`src/rtl/pulse_sched_pkg.sv`:
```
// Shared definitions for the pulse scheduler: phase codes, cfg_data field layout
// and the skip-zero phase search.
package pulse_sched_pkg;

  typedef enum logic [2:0] {
    PH_IDLE      = 3'd0,
    PH_PRE       = 3'd1,
    PH_RAMP_UP   = 3'd2,
    PH_PULSE     = 3'd3,
    PH_RAMP_DOWN = 3'd4,
    PH_POST      = 3'd5,
    PH_GAP       = 3'd6
  } phase_e;

  localparam int unsigned NUM_PHASES = 6;

  // cfg_data field indices, LSB upward
  localparam int unsigned F_PRE    = 0;
  localparam int unsigned F_RAMP   = 1;
  localparam int unsigned F_WIDTH  = 2;
  localparam int unsigned F_POST   = 3;
  localparam int unsigned F_GAP    = 4;
  localparam int unsigned F_FRAMES = 5;

  function automatic int unsigned cfg_lsb(input int unsigned field, input int unsigned pw);
    return field * pw;
  endfunction

  // First phase after `from` whose bit in `nz` (bit 0 = PRE) is set; PH_IDLE when the frame is exhausted.
  function automatic phase_e next_nonzero(input phase_e from, input logic [NUM_PHASES-1:0] nz);
    phase_e r;
    r = PH_IDLE;
    for (int i = int'(NUM_PHASES); i >= 1; i--) begin
      if (i > int'(from) && nz[3'(i - 1)]) r = phase_e'(3'(i));
    end
    return r;
  endfunction

endpackage

```
`src/rtl/pulse_phase_counter.sv`:
```
// Valid-sample counter for the current phase; flags the sample that completes a phase of length i_len.
module pulse_phase_counter #(
  parameter int unsigned PULSE_WIDTH = 16
) (
  input  logic                   aclk,
  input  logic                   areset,
  input  logic                   i_clear,
  input  logic                   i_valid,
  input  logic [PULSE_WIDTH-1:0] i_len,
  output logic                   o_term_c
);

  logic [PULSE_WIDTH-1:0] r_cnt;

  assign o_term_c = i_valid && (r_cnt == (i_len - PULSE_WIDTH'(1)));

  always_ff @(posedge aclk or posedge areset) begin
    if (areset) begin
      r_cnt <= '0;
    end else if (i_clear || o_term_c) begin
      r_cnt <= '0;
    end else if (i_valid) begin
      r_cnt <= r_cnt + PULSE_WIDTH'(1);
    end
  end

endmodule

```
`src/rtl/axis_pulse_scheduler.sv`:
```
// Frame sequencer for the pulse-measurement datapath: steps PRE..GAP on valid ADC samples,
// drives excitation and integration gates, and counts completed frames.
module axis_pulse_scheduler
  import pulse_sched_pkg::*;
#(
  parameter int unsigned PULSE_WIDTH = 16,
  parameter int unsigned CNTR_WIDTH  = 32
) (
  input  logic                              aclk,
  input  logic                              areset,
  input  logic [PULSE_WIDTH*5+CNTR_WIDTH-1:0] cfg_data,
  input  logic                              start,
  input  logic                              stop,
  input  logic                              s_axis_tvalid,
  output logic [2:0]                        phase,
  output logic                              drive,
  output logic                              offset_gate,
  output logic                              pulse_gate,
  output logic                              frame_done,
  output logic                              busy,
  output logic                              cfg_error,
  output logic [31:0]                       sts_data
);

  localparam int unsigned CFG_W      = PULSE_WIDTH * 5 + CNTR_WIDTH;
  localparam int unsigned LSB_PRE    = cfg_lsb(F_PRE, PULSE_WIDTH);
  localparam int unsigned LSB_RAMP   = cfg_lsb(F_RAMP, PULSE_WIDTH);
  localparam int unsigned LSB_WIDTH  = cfg_lsb(F_WIDTH, PULSE_WIDTH);
  localparam int unsigned LSB_POST   = cfg_lsb(F_POST, PULSE_WIDTH);
  localparam int unsigned LSB_GAP    = cfg_lsb(F_GAP, PULSE_WIDTH);
  localparam int unsigned LSB_FRAMES = cfg_lsb(F_FRAMES, PULSE_WIDTH);

  phase_e                  r_phase;
  logic [CFG_W-1:0]        r_cfg;
  logic                    r_stop_pend;
  logic [CNTR_WIDTH-1:0]   r_frame_cnt;
  logic                    r_cfg_err;
  logic                    r_drive;
  logic                    r_offset_gate;
  logic                    r_pulse_gate;
  logic                    r_frame_done;
  logic                    r_busy;

  phase_e                  w_phase_nxt;
  logic                    w_stop_nxt;
  logic [CNTR_WIDTH-1:0]   w_frame_nxt;
  logic                    w_cfg_load;
  logic                    w_err_nxt;
  logic                    w_frame_end;
  logic                    w_term;
  logic [PULSE_WIDTH-1:0]  w_cur_len;
  logic [CNTR_WIDTH-1:0]   w_frame_inc;
  logic                    w_limit;
  logic [NUM_PHASES-1:0]   w_sh_nz;
  logic [NUM_PHASES-1:0]   w_in_nz;

  wire [PULSE_WIDTH-1:0] w_sh_pre    = r_cfg[LSB_PRE +: PULSE_WIDTH];
  wire [PULSE_WIDTH-1:0] w_sh_ramp   = r_cfg[LSB_RAMP +: PULSE_WIDTH];
  wire [PULSE_WIDTH-1:0] w_sh_width  = r_cfg[LSB_WIDTH +: PULSE_WIDTH];
  wire [PULSE_WIDTH-1:0] w_sh_post   = r_cfg[LSB_POST +: PULSE_WIDTH];
  wire [PULSE_WIDTH-1:0] w_sh_gap    = r_cfg[LSB_GAP +: PULSE_WIDTH];
  wire [CNTR_WIDTH-1:0]  w_sh_frames = r_cfg[LSB_FRAMES +: CNTR_WIDTH];
  wire [PULSE_WIDTH-1:0] w_in_pre    = cfg_data[LSB_PRE +: PULSE_WIDTH];
  wire [PULSE_WIDTH-1:0] w_in_ramp   = cfg_data[LSB_RAMP +: PULSE_WIDTH];
  wire [PULSE_WIDTH-1:0] w_in_width  = cfg_data[LSB_WIDTH +: PULSE_WIDTH];
  wire [PULSE_WIDTH-1:0] w_in_post   = cfg_data[LSB_POST +: PULSE_WIDTH];
  wire [PULSE_WIDTH-1:0] w_in_gap    = cfg_data[LSB_GAP +: PULSE_WIDTH];

  assign w_sh_nz = {|w_sh_gap, |w_sh_post, |w_sh_ramp, |w_sh_width, |w_sh_ramp, |w_sh_pre};
  assign w_in_nz = {|w_in_gap, |w_in_post, |w_in_ramp, |w_in_width, |w_in_ramp, |w_in_pre};

  assign w_frame_inc = (&r_frame_cnt) ? r_frame_cnt : r_frame_cnt + CNTR_WIDTH'(1);
  assign w_limit     = (w_sh_frames != '0) && (w_frame_inc == w_sh_frames);

  always_comb begin
    w_cur_len = '0;
    case (r_phase)
      PH_PRE:                  w_cur_len = w_sh_pre;
      PH_RAMP_UP, PH_RAMP_DOWN: w_cur_len = w_sh_ramp;
      PH_PULSE:                w_cur_len = w_sh_width;
      PH_POST:                 w_cur_len = w_sh_post;
      PH_GAP:                  w_cur_len = w_sh_gap;
      default:                 w_cur_len = '0;
    endcase
  end

  pulse_phase_counter #(.PULSE_WIDTH(PULSE_WIDTH)) u_cnt (
    .aclk     (aclk),
    .areset   (areset),
    .i_clear  (r_phase == PH_IDLE),
    .i_valid  (s_axis_tvalid),
    .i_len    (w_cur_len),
    .o_term_c (w_term)
  );

  // Next-state: start acceptance, skip-zero advance, end-of-frame wrap or stop.
  always_comb begin
    w_phase_nxt = r_phase;
    w_stop_nxt  = r_stop_pend;
    w_frame_nxt = r_frame_cnt;
    w_cfg_load  = 1'b0;
    w_err_nxt   = r_cfg_err;
    w_frame_end = 1'b0;
    case (r_phase)
      PH_IDLE: begin
        w_stop_nxt = 1'b0;
        if (start) begin
          if (w_in_width == '0) begin
            w_err_nxt = 1'b1;
          end else begin
            w_err_nxt   = 1'b0;
            w_cfg_load  = 1'b1;
            w_frame_nxt = '0;
            w_stop_nxt  = stop;
            w_phase_nxt = next_nonzero(PH_IDLE, w_in_nz);
          end
        end
      end
      default: begin
        if (stop) w_stop_nxt = 1'b1;
        if (w_term) begin
          w_phase_nxt = next_nonzero(r_phase, w_sh_nz);
          if (w_phase_nxt == PH_IDLE) begin
            w_frame_end = 1'b1;
            w_frame_nxt = w_frame_inc;
            if (r_stop_pend || stop || w_limit) begin
              w_stop_nxt = 1'b0;
            end else if (w_in_width != '0) begin
              w_cfg_load  = 1'b1;
              w_phase_nxt = next_nonzero(PH_IDLE, w_in_nz);
            end else begin
              // A zero-width config at the wrap would never terminate; keep the current shadow.
              w_phase_nxt = next_nonzero(PH_IDLE, w_sh_nz);
            end
          end
        end
      end
    endcase
  end

  always_ff @(posedge aclk or posedge areset) begin
    if (areset) begin
      r_phase       <= PH_IDLE;
      r_cfg         <= '0;
      r_stop_pend   <= 1'b0;
      r_frame_cnt   <= '0;
      r_cfg_err     <= 1'b0;
      r_drive       <= 1'b0;
      r_offset_gate <= 1'b0;
      r_pulse_gate  <= 1'b0;
      r_frame_done  <= 1'b0;
      r_busy        <= 1'b0;
    end else begin
      r_phase       <= w_phase_nxt;
      if (w_cfg_load) r_cfg <= cfg_data;
      r_stop_pend   <= w_stop_nxt;
      r_frame_cnt   <= w_frame_nxt;
      r_cfg_err     <= w_err_nxt;
      r_drive       <= (w_phase_nxt == PH_RAMP_UP) || (w_phase_nxt == PH_PULSE) ||
                       (w_phase_nxt == PH_RAMP_DOWN);
      r_offset_gate <= (w_phase_nxt == PH_PRE) || (w_phase_nxt == PH_POST);
      r_pulse_gate  <= (w_phase_nxt == PH_PULSE);
      r_frame_done  <= w_frame_end;
      r_busy        <= (w_phase_nxt != PH_IDLE);
    end
  end

  assign phase       = r_phase;
  assign drive       = r_drive;
  assign offset_gate = r_offset_gate;
  assign pulse_gate  = r_pulse_gate;
  assign frame_done  = r_frame_done;
  assign busy        = r_busy;
  assign cfg_error   = r_cfg_err;
  assign sts_data    = 32'(r_frame_cnt);

endmodule

```
`config.mk`:
```
export PLATFORM = sky130hd
export DESIGN_NAME = axis_pulse_scheduler
export DESIGN_NICKNAME = d
export VERILOG_FILES = /design/src/rtl/pulse_sched_pkg.sv /design/src/rtl/pulse_phase_counter.sv /design/src/rtl/axis_pulse_scheduler.sv
export SDC_FILE = /design/constraint.sdc
export NUM_CORES = 1
export LEC_CHECK = 0
export CAP_MARGIN = 10
export CELL_PAD_IN_SITES_DETAIL_PLACEMENT = 1
export CELL_PAD_IN_SITES_GLOBAL_PLACEMENT = 1
export CORE_UTILIZATION = 43
export DETAILED_ROUTE_END_ITERATION = 8
export PLACE_DENSITY_LB_ADDON = 0.3
export SLEW_MARGIN = 0
export SYNTH_ARGS = -nofsm -noshare
export SYNTH_HDL_FRONTEND = slang
export SYNTH_SLANG_ARGS = --single-unit
```
`constraint.sdc`:
```
create_clock -name aclk -period 7.4 [get_ports aclk]
set_clock_uncertainty 0.1 [all_clocks]
set_input_delay 1.48 -clock aclk [delete_from_list [all_inputs] [get_ports aclk]]
set_output_delay 1.48 -clock aclk [all_outputs]
set_load 0.05 [all_outputs]
```
Word-level counts from Yosys, hierarchy flattened
Index checks and enable logic that the tools add are counted.

Bits in registers: 170. Logic and storage cells: 110. Input port bits: 117.

Add/sub/neg operators: 3. Muxes and demuxes: 46. Magnitude comparators: 4. Equality and inequality tests: 15. Reductions and logical operators: 31.

Operator list (count): $mux 32 (6); $reduce_or 16->1 (6); $pmux 16 s5 (1); $mux 3 (19); $add 32x1->32 const B (1); $eq 32x32->1 (1); $mux 16 (2); $reduce_and 32->1 (1); $reduce_bool 32->1 (1); $mux 1 (18); $add 16x1->16 const B (1); $eq 16x16->1 (1); $logic_not 16->1 (1); $reduce_bool 16->1 (1); $sub 16x1->16 const B (1); $eq 3x3->1 const B (5); $eq 3x2->1 const B (4); $eq 3x1->1 const B (2); $gt 2x3->1 const A (2); $logic_and 1x1->1 (6); $logic_not 3->1 (2); $logic_or 1x1->1 (6); $reduce_bool 2->1 (3); $ne 2x2->1 const B (2); other kinds (6) (6).

Longest topological paths before layout
Gate-level depths: netlist (run 1).

Depth after elaboration: 15. Gate-level depth with buffers: 20. Depth with buffers taken out: 15.

By module
A second synthesis (run 1) with hierarchy kept.

Cell total of the unflattened synthesis: 961. Area total of the unflattened synthesis: 10292.4 um^2.

Modules (own cells, without submodules): axis_pulse_scheduler (area each 8929.8 um^2, sequential area each 3853.7 um^2, instances 1, cells an instance 806); pulse_phase_counter (area each 1362.6 um^2, sequential area each 400.4 um^2, instances 1, cells an instance 155).

Least setup slack after synthesis (run 1)
No wires, ideal clock.

Path kind: reg2reg. From: register r_phase[2], in the netlist phase[2]. To: register r_cfg[17]. Cell stages (with the launch flop): 20. Setup slack: 2669 ps. Library setup time: 127 ps. Arrival: 4503 ps. Clock period less this slack: 4731 ps. Path buffers: 4. Path through: dfrtp_1 buf_6 xor2_4 and2_1 buf_6 a221oi_2 ha_1 inv_1 a2111oi_0 o22ai_1 or3_1 nor4_2 nor3_1 nor4b_2 and4b_1 nand3_2 a21oi_4 buf_8 buf_8 mux2_1.

Word-level cells in the longest chain between the ends: 12.

Ends and longest elaborated chain: start: declaration (line axis_pulse_scheduler.sv:33) `phase_e r_phase;`; start signal: assignment (line axis_pulse_scheduler.sv:154) `r_phase <= w_phase_nxt;`; parallel branches: the longest is 11 deep, another holds $sub 16x1->16; $mux 1 (*) (line axis_pulse_scheduler.sv:104) `case (r_phase)`; end signal: assignment (line axis_pulse_scheduler.sv:155) `if (w_cfg_load) r_cfg <= cfg_data;`; end: declaration (line axis_pulse_scheduler.sv:34) `logic [CFG_W-1:0] r_cfg;`.

Mark *: on every way between the ends. The select of a mux whose other input is x is not followed. A chain may end at the register's enable or synchronous reset.

Worst setup path in the final report (run 1)
From: register r_phase[0], in the netlist phase[0]. To: register r_cfg[14].

The elaborated chain is that of the path after synthesis.

==> flow_metrics.tcl, run 1 <==
set metrics [dict create \
    status "finished clean" \
    crit_fanout 54 \
    period_share 0.842 \
    r2r_end "r_cfg[14]" \
    worst_hold_path_type "flop to flop" \
    boundaryPins 158 \
    cpLargestDelayFamily "simple AND/OR/NAND/NOR gates" \
    diodes 0 \
    grt_overflow 0 \
    r2r_cells 16 \
    hold_viol 0 \
    synth_nets 1169 \
    p_seq_frac 0.469 \
    grt_pass1_vias 9468 \
    ys_ff_latch 170 \
    finalSetupTns_ns 0 \
    avgRoutedWirePerCell_um 23.0 \
    synth_area_leaders "dfrtp_1 40%, mux2_4 8.4%, mux2_2 4.2%" \
    htreeDepth 4 \
    rrSetupSlack_ns 1.17 \
    arrival_ns 6.44 \
    synth_most_common_cell "dfrtp_1" \
    slew_violations 0 \
    leakage_nw 5.34 \
    netlist_area_mm2 0.0107 \
    hold_depth 1 \
    cpMaxStageDelayCell "dfrtp_1" \
    design_area_mm2 0.0129 \
    post-synth-top-area-fraction 0.397 \
    startpoint_type "flop" \
    cts_buffers 17 \
    initial_core_util 0.440 \
    num_rows 57 \
    drive_gt1_frac 0.140 \
    yosysUniqueCellTypes 87 \
    synth_area_per_cell_um2 10.2 \
    fin_hold_ws_ns 0.415 \
    yosysTopAreaCell "dfrtp_1" \
    max_freq_mhz 160 \
    vias_per_cell 6.15 \
    area_delta_synth_final_pct 20.6 \
    power_frac_comb 0.081 \
    ant_nets 0 \
    syn_inst 1049 \
    slew-limit-headroom 0.205 \
    synthFlopType "dfrtp_1" \
    antenna_found_initial 0 \
    ctsHoldBuffers 0 \
    dieWidth_um 160 \
    worstSetupPathType "flop to flop" \
    finalCriticalPeriod_ns 6.23 \
    fp.dieArea_mm2 0.0256 \
    powerDensity_mw_per_mm2 161 \
    clk_pin_slew_ns 0.07 \
    ir_drop_mv 0.133 \
    cts_buffer_depth 2 \
    setup_viol 0 \
    clkPwrFrac 0.449 \
    min_to "r_cfg[58]" \
    nNetsFinal 1284 \
    p_sw_mw 0.527 \
    core-area_mm2 0.0244 \
    switching_share 0.253 \
    ys_warn_count 0 \
    path_common_cell "inv_1" \
    clkLatencyLatePin_ns 0.44 \
    cts-resized-gates 0 \
    die_y_um 160 \
    grt_max_degree 101 \
    grtUsageTotal 0.276 \
    clockRootBuffer "clkbuf_16" \
    crit_path_max_incr_delay_ns 0.95 \
    synth_edf_count 0 \
    worst_pin_slew_ns 1.19 \
    rsz0062_at_grt "no" \
    p_int_mw 1.56 \
    grt_pass1_wl_um 54900 \
    crit_required_ns 7.61 \
    via_count 9229 \
    cts_num_sinks 170 \
    maxCapViolations 0 \
    drcViolationCount 0 \
    cts_tree "built" \
    async_reset_ff_frac 1.00 \
    numPortBuffers 157 \
    n_fill_cell 2683 \
    r2r_start "phase[0]" \
    drtIter0Drc 706 \
    holdCritStartpoint "r_cfg[58]" \
    crit_buf_inv 3 \
    cp_cell_sequence "inv_1 -> and2_1 -> a221oi_2 -> ha_1 -> inv_1 -> a2111oi_0 -> o22ai_1 -> or3_1 -> nor4_2 -> nor3_1 -> nor4b_2 -> and4b_1 -> nand3_2 -> a21oi_4 -> buf_12 -> mux2_2" \
    place_congestion 0.906 \
    first_pass_iters 7 \
    drt-total-wl_um 34600 \
    synth_top_cells_by_count "170 x dfrtp_1, 66 x nor2_1, 60 x mux2_4" \
    postCtsSetupBuffers 0 \
    place_area_mm2 0.0123 \
    seq_area_frac_synth 0.397 \
    hpwl_um 25700 \
    cp-end-kind "flop" \
]
area by class of cell:
cell class | instances | area (µm²) | share of cell area
Clock inverter | 14 | 161 | 0.0125
Clock buffer | 18 | 439 | 0.0339
Timing Repair Buffer | 163 | 1640 | 0.127
Multi-Input combinational cell | 777 | 5900 | 0.456
Tap cell | 324 | 405 | 0.0313
Sequential cell | 170 | 4250 | 0.329
Inverter | 35 | 136 | 0.0105
stage by stage:
| step | std cells | setup slack (ns) | power (mW) | utilization |
|---|---|---|---|---|
| after detailed placement | 1469 | 1.32 | 1.17 | 0.506 |
| after global routing | 1501 | 0.792 | 2.15 | 0.531 |
| after CTS | 1501 | 1.21 | 2.10 | 0.531 |
| final | 1501 | 1.17 | 2.08 | 0.531 |
| after global placement | 1469 | 1.58 | 1.16 | 0.506 |
| after floorplan | 1049 | 1.22 | 1.07 | - |
state kept, by name (all words and copies together) (netlist names), 3 cells and up:
name,flops
r_cfg,112
sts_data,32
u_cnt.r_cnt,16
phase,3
how the worst max path moves through the flow:
stage	from	endpoint	cells after the start
after floorplan	areset	busy	1
after global placement	phase[0]	r_cfg[8]	16
after detailed placement	phase[0]	r_cfg[6]	16
after CTS	phase[0]	r_cfg[14]	16
after global routing	phase[0]	r_cfg[14]	16
final	phase[0]	r_cfg[14]	16
cells by family (layout without fill, tap and decap cells):
logic type | Yosys count | in the layout | synth area share
mux | 122 | 122 | 0.147
flops | 170 | 170 | 0.397
compound gates | 232 | 232 | 0.156
xor+xnor | 70 | 70 | 0.0589
fa+ha+maj | 3 | 3 | 0.00350
buf+inv | 102 | 230 | 0.0535
simple gates | 350 | 350 | 0.184
per-layer routing:
metal	up-vias	global-route usage	share of wire
li1	4186	-	-
met1	4649	0.359	0.43
met4	0	0.114	0.034
met3	74	0.0395	0.050
met5	-	0	0
met2	320	0.461	0.49
layout by cell type (no fill, tap or decap), drive strengths merged, types with 8 or more instances in the layout:
cell type,count
nor2,66
o211ai,10
nand4,29
xnor2,45
and3,14
dfrtp,170
nand2,50
nor2b,9
inv,41
o2bb2ai,16
and4,19
a21oi,31
mux2i,17
and2,13
nand3,38
a211oi,11
o41ai,8
or3,9
nor4,37
clkdlybuf4s50,157
clkbuf,18
o31ai,20
mux2,105
xor2,25
a31oi,8
nor3,23
o21ai,57
power by group through the flow:
stage	registers [mW]	logic, mW	clock network, mW
3_5_place_dp	0.995	0.170	0
5_1_grt	0.981	0.186	0.981
2_1_floorplan	0.982	0.0834	0
4_1_cts	0.977	0.172	0.949
6_report	0.978	0.170	0.936
3_3_place_gp	0.995	0.166	0
Power figures use the tool's default switching activity.
==> inputs of run 2 (changes only) <==
--- a/config.mk
+++ b/config.mk
@@ -8,7 +8,7 @@
 export CAP_MARGIN = 10
 export CELL_PAD_IN_SITES_DETAIL_PLACEMENT = 1
 export CELL_PAD_IN_SITES_GLOBAL_PLACEMENT = 1
-export CORE_UTILIZATION = 43
+export CORE_UTILIZATION = 39
 export DETAILED_ROUTE_END_ITERATION = 8
 export PLACE_DENSITY_LB_ADDON = 0.3
 export SLEW_MARGIN = 0
==> constraint.sdc (replaced) <==
create_clock -name aclk -period 5.4 [get_ports aclk]
set_clock_uncertainty 0.1 [all_clocks]
set_input_delay 1.08 -clock aclk [delete_from_list [all_inputs] [get_ports aclk]]
set_output_delay 1.08 -clock aclk [all_outputs]
set_load 0.05 [all_outputs]
==> run 2 against run 1 <==
Net effect: non-clock buffer count rose by 19; worst setup slack got worse by 0.92 ns; die area rose by 10%; critical path type unchanged; critical endpoint is now r_cfg[29].
==> flow_metrics.tcl, run 2 (synthesized netlist as in run 1, its figures left out) <==
set metrics [dict create \
    status "finished clean" \
    fin_hold_ws_ns 0.421 \
    hold_viol 0 \
    grt_max_degree 171 \
    ir_drop_mv 0.166 \
    rsz0062_at_grt "yes" \
    cts_buffer_depth 2 \
    numPortBuffers 157 \
    antenna_found_initial 0 \
    max_freq_mhz 194 \
    ctsHoldBuffers 0 \
    fp.dieArea_mm2 0.0282 \
    drive_gt1_frac 0.154 \
    vias_per_cell 5.92 \
    crit_path_max_incr_delay_ns 0.46 \
    arrival_ns 5.36 \
    period_share 0.954 \
    finalCriticalPeriod_ns 5.15 \
    rrSetupSlack_ns 0.25 \
    slew-limit-headroom 0.356 \
    cpLargestDelayFamily "simple AND/OR/NAND/NOR gates" \
    final-instance-count-excl-fill 1537 \
    crit_buf_inv 4 \
    cts_num_sinks 170 \
    powerDensity_mw_per_mm2 216 \
    grt_pass1_wl_um 55600 \
    slew_violations 0 \
    maxCapViolations 0 \
    hpwl_um 26300 \
    worstSetupPathType "flop to flop" \
    via_count 9106 \
    initial_core_util 0.398 \
    core-area_mm2 0.0270 \
    worst_pin_slew_ns 0.967 \
    diodes 0 \
    clkLatencyLatePin_ns 0.43 \
    num_rows 60 \
    dp.cells 1504 \
    cpMaxStageDelayCell "dfrtp_1" \
    drcViolationCount 0 \
    startpoint_type "flop" \
    layout_commonest_cell "dfrtp_1" \
    drt-total-wl_um 35000 \
    max_flop_register "r_cfg" \
    final_cell_mix "169 x dfrtp_1, 157 x clkdlybuf4s50_1, 66 x nor2_1, 60 x mux2_4, 56 x o21ai_0" \
    nNetsFinal 1303 \
    path_common_cell "inv_1" \
    clockRootBuffer "clkbuf_16" \
    crit_required_ns 5.61 \
    worst_hold_path_type "flop to flop" \
    drtIter0Drc 686 \
    grtUsageTotal 0.254 \
    htreeDepth 4 \
    cts_buffers 17 \
    leakage_nw 5.42 \
    dieWidth_um 168 \
    area_delta_synth_final_pct 22.2 \
    place_congestion 0.943 \
    grt_pass1_vias 9387 \
    setup_viol 0 \
    cp-end-kind "flop" \
    cts_tree "built" \
    avgRoutedWirePerCell_um 22.8 \
    boundaryPins 158 \
    cp_cell_sequence "buf_4 -> inv_1 -> and2_1 -> a221oi_2 -> ha_1 -> inv_1 -> a2111oi_0 -> o22ai_1 -> or3_1 -> nor4_2 -> nor3_1 -> nor4b_2 -> and4b_1 -> nand3_2 -> a21oi_4 -> clkbuf_8 -> mux2_4" \
    clk_pin_slew_ns 0.07 \
    die_y_um 168 \
    crit_fanout 28 \
    ant_nets 0 \
    grt_overflow 0 \
    largest_reg_flops 112 \
    first_pass_iters 8 \
]
==> run 2: cell count changes in the layout (fill, tap and decap cells not counted), sizes merged <==
cell / change
inv: -4
clkbuf: +4
clkinvlp: +2
buf: +17
==> run 2: layout make-up <==
class                           count  area (µm²)
Sequential cell                   170        4260
Inverter                           35         135
Tap cell                          341         427
Timing Repair Buffer              182        1800
Clock inverter                     12         140
Fill cell                        2943       13800
Multi-Input combinational cell    777        5900
Clock buffer                       20         447
==> run 2: final timing paths <==
check                           startpoint         to  cells past startpoint
worst max-delay path              phase[0]  r_cfg[29]                     17
worst min-delay path             r_cfg[51]  r_cfg[51]                      1
worst max register to register    phase[0]  r_cfg[29]                     17
worst min register to register   r_cfg[51]  r_cfg[51]                      1
max in group asynchronous           areset   phase[2]                      3
min in group asynchronous           areset  r_cfg[44]                      3
==> run 2: repair_timing <==
action	4_1_cts	5_1_grt
endpoints found under the setup margin	0	117
buffers inserted	0	0
hold endpoints to repair	0	0
gates resized for setup	0	5
==> run 2: per-stage QoR <==
stage | power, mW | util | setup TNS [ns] | setup WS, ns | instance area, µm²
floorplan | 1.46 | - | 0 | 0.669 | 10700
global placement | 1.59 | 0.464 | 0 | 0.189 | 12500
detailed placement | 1.60 | 0.464 | 0 | 0.188 | 12500
CTS | 2.86 | 0.485 | 0 | 0.175 | 13100
global route | 2.94 | 0.486 | -0.863 | -0.0344 | 13100
finish | 2.83 | 0.486 | 0 | 0.249 | 13100
==> run 2: power by group <==
part / internal [mW] / leakage, nW / switching, mW
combinational: 0.129 / 2.89 / 0.106
sequential: 1.30 / 2.25 / 0.0418
clock: 0.702 / 0.283 / 0.558
==> run 2: layer usage <==
layer | wire length, µm | share of wire | vias to the layer above | track usage
li1 | - | - | 4223 | -
met5 | 0 | 0 | - | 0
met4 | 748 | 0.021 | 0 | 0.0826
met1 | 16100 | 0.46 | 4579 | 0.343
met2 | 17000 | 0.48 | 265 | 0.427
met3 | 1260 | 0.036 | 39 | 0.0275
==> inputs of run 3 (changes only) <==
--- a/config.mk
+++ b/config.mk
@@ -8,10 +8,12 @@
 export CAP_MARGIN = 10
 export CELL_PAD_IN_SITES_DETAIL_PLACEMENT = 1
 export CELL_PAD_IN_SITES_GLOBAL_PLACEMENT = 1
+export CORE_MARGIN = 5
 export CORE_UTILIZATION = 39
 export DETAILED_ROUTE_END_ITERATION = 8
 export PLACE_DENSITY_LB_ADDON = 0.3
 export SLEW_MARGIN = 0
 export SYNTH_ARGS = -nofsm -noshare
 export SYNTH_HDL_FRONTEND = slang
+export SYNTH_HIERARCHICAL = 1
 export SYNTH_SLANG_ARGS = --single-unit
==> run 3 against run 2 <==
Net effect: first-iteration DRC count shrank 28%; fmax grew 0.91%; worst setup slack improved by 0.047 ns; synthesized area shrank 4.0%; critical path depth did not move; sequential cell count unchanged; combinational power grew to 7.7 times the previous value; die area is 5.6% higher; critical path type unchanged; largest cell class unchanged.
==> flow_metrics.tcl, run 3 <==
set metrics [dict create \
    synth_most_common_cell "dfrtp_1" \
    arrival_ns 5.32 \
    slew_violations 0 \
    setup_viol 0 \
    synth_nets 1081 \
    final_cell_mix "168 x dfrtp_1, 157 x clkdlybuf4s50_1, 80 x mux2_4, 62 x o21ai_0, 59 x nor2_1" \
    worst_hold_path_type "flop to flop" \
    clk_pin_slew_ns 0.08 \
    synth_area_per_cell_um2 10.7 \
    dp.cells 1427 \
    seq_area_frac_synth 0.413 \
    hpwl_um 24700 \
    drtIter0Drc 497 \
    path_common_cell "buf_12" \
    cp_cell_sequence "nor2b_1 -> buf_4 -> a22o_1 -> a22oi_1 -> o21ai_0 -> or4_4 -> or4b_1 -> nor4_1 -> o211ai_1 -> nor4_4 -> and2_1 -> nand3_1 -> nor2_1 -> a21oi_4 -> buf_12 -> buf_12 -> mux2_4" \
    fin_hold_ws_ns 0.396 \
    diodes 0 \
    finalSetupTns_ns 0 \
    ctsHoldBuffers 0 \
    crit_start "phase[1]" \
    clkLatencyLatePin_ns 0.45 \
    core-area_mm2 0.0261 \
    grtUsageTotal 0.224 \
    powerDensity_mw_per_mm2 415 \
    crit_buf_inv 3 \
    fp.dieArea_mm2 0.0297 \
    startpoint_type "flop" \
    maxCapViolations 0 \
    cts_buffer_depth 2 \
    cp-end-kind "flop" \
    post-synth-top-area-fraction 0.413 \
    synth_top_family_by_area "multiplexers" \
    yosys.area_share.simple 0.159 \
    synthFlopType "dfrtp_1" \
    crit_required_ns 5.62 \
    highest_layer "met4" \
    avgRoutedWirePerCell_um 22.6 \
    synth.area.mux_share 0.174 \
    wl_met2_um 15400 \
    cpMaxStageDelayCell "or4_4" \
    area_delta_synth_final_pct 24.7 \
    grt_pass1_wl_um 51800 \
    die_y_um 172 \
    grt_pass1_vias 8860 \
    clockRootBuffer "clkbuf_16" \
    boundaryPins 158 \
    largest_reg_flops 112 \
    synth_compound_area_frac 0.137 \
    synthXorXnorAreaFrac 0.0681 \
    num_rows 59 \
    leakage_nw 5.18 \
    layout_commonest_cell "dfrtp_1" \
    numPortBuffers 157 \
    ys_warn_count 6 \
    ir_drop_mv 0.197 \
    first_pass_iters 5 \
    period_share 0.945 \
    r2r_cells 17 \
    holdCritStartpoint "cfg_error" \
    cts_buffers 17 \
    cts_tree "built" \
    rsz0062_at_grt "no" \
    hold_depth 2 \
    crit_path_max_incr_delay_ns 0.62 \
    worstSetupPathType "flop to flop" \
    place_congestion 0.933 \
    antenna_found_initial 0 \
    r2r_end "r_cfg[104]" \
    netlist_area_mm2 0.0103 \
    slew-limit-headroom 0.375 \
    via_count 8491 \
    grt_overflow 0 \
    min_to "cfg_error" \
    status "finished clean" \
    drcViolationCount 0 \
    htreeDepth 4 \
    r2r_start "phase[1]" \
    initial_core_util 0.395 \
    rrSetupSlack_ns 0.30 \
    worst_pin_slew_ns 0.938 \
    synth_fa_ha_area_frac 0.00365 \
    async_reset_ff_frac 1.00 \
    ys_ff_latch 170 \
    drive_gt1_frac 0.180 \
    synth_edf_count 0 \
    cpLargestDelayFamily "simple AND/OR/NAND/NOR gates" \
    synth_top_cells_by_count "170 x dfrtp_1, 80 x mux2_4, 62 x o21ai_0" \
    ant_nets 0 \
    fin_util 0.492 \
    vias_per_cell 5.82 \
    hold_viol 0 \
    synth_area_leaders "dfrtp_1 41%, mux2_4 12%, xnor2_1 3.7%" \
    final-instance-count-excl-fill 1459 \
    dieWidth_um 172 \
    dr_wl_met3_um 1810 \
    grt_max_degree 85 \
    yosysUniqueCellTypes 70 \
    yosysTopAreaCell "dfrtp_1" \
    syn_inst 961 \
    crit_fanout 30 \
    max_freq_mhz 196 \
    drt-total-wl_um 33000 \
    cts_num_sinks 170 \
    nNetsFinal 1231 \
    wl_met1_um 15500 \
    max_flop_register "r_cfg" \
    finalCriticalPeriod_ns 5.10 \
]
[run 3: cell types whose count changed after synthesis, sizes merged, moves of 12 or more]
cell,change
inv,-19
nand3,-19
o2bb2ai,-16
and4,-15
a22oi,+13
buf,-13
a211oi,+12
[run 3: cell type report]
class	count	area, µm²
clock buffer	17	425
sequential	170	4260
tap	335	419
fill	2834	13200
multi-input combinational	718	5620
timing repair buffer	187	1850
inverter	17	71.3
clock inverter	15	193
[run 3: how the worst max path moves through the flow]
stage | to | slack, ns | depth (start not counted)
3_5_place_dp | sts_data[30] | 0.31 | 17
5_1_grt | sts_data[30] | 0.09 | 18
6_report | r_cfg[104] | 0.30 | 17
3_3_place_gp | r_cfg[78] | 0.44 | 16
2_1_floorplan | sts_data[12] | 0.06 | 21
4_1_cts | sts_data[25] | 0.24 | 14
[run 3: cell families after synthesis]
kind of cell	Yosys count
DFF	170
and+or+nand+nor	293
adders and majority gates	3
muxes	135
buffers and inverters	73
AOI/OAI and AO/OA	207
xor gates and xnor gates	80
[run 3: metrics by stage]
step                setup slack, ns  total power, mW  area (µm²)
finish                        0.296             5.32       12800
global route                 0.0862             5.60       12800
CTS                           0.244             5.33       12800
detailed placement            0.306             4.02       12200
global placement              0.443             3.95       12200
floorplan                    0.0561             3.40       10300
[run 3: repair_timing]
action                                  CTS  global route
gates resized for setup                   0             6
buffers inserted                          0             0
endpoints found under the setup margin    0            26
[run 3: worst reg2reg max path: stages (launching register included)]
cell	delay, ns
dfrtp_2	0.43
nor2b_1	0.27
buf_4	0.22
a22o_1	0.23
a22oi_1	0.25
o21ai_0	0.22
or4_4	0.62
or4b_1	0.54
nor4_1	0.32
o211ai_1	0.17
nor4_4	0.19
and2_1	0.29
nand3_1	0.10
nor2_1	0.18
a21oi_4	0.11
buf_12	0.21
buf_12	0.20
mux2_4	0.35
[run 3: metal layers]
layer,vias up,global-route usage
li1,3889,-
met5,-,0
met4,0,0.0523
met2,238,0.353
met1,4341,0.321
met3,23,0.0425
[run 3: where the power goes]
group	leakage (nW)	total, mW	switching, mW	internal (mW)
registers	2.10	2.24	0.509	1.73
logic	2.79	1.80	0.790	1.01
clock network	0.296	1.28	0.648	0.636
total	5.18	5.32	1.95	3.38
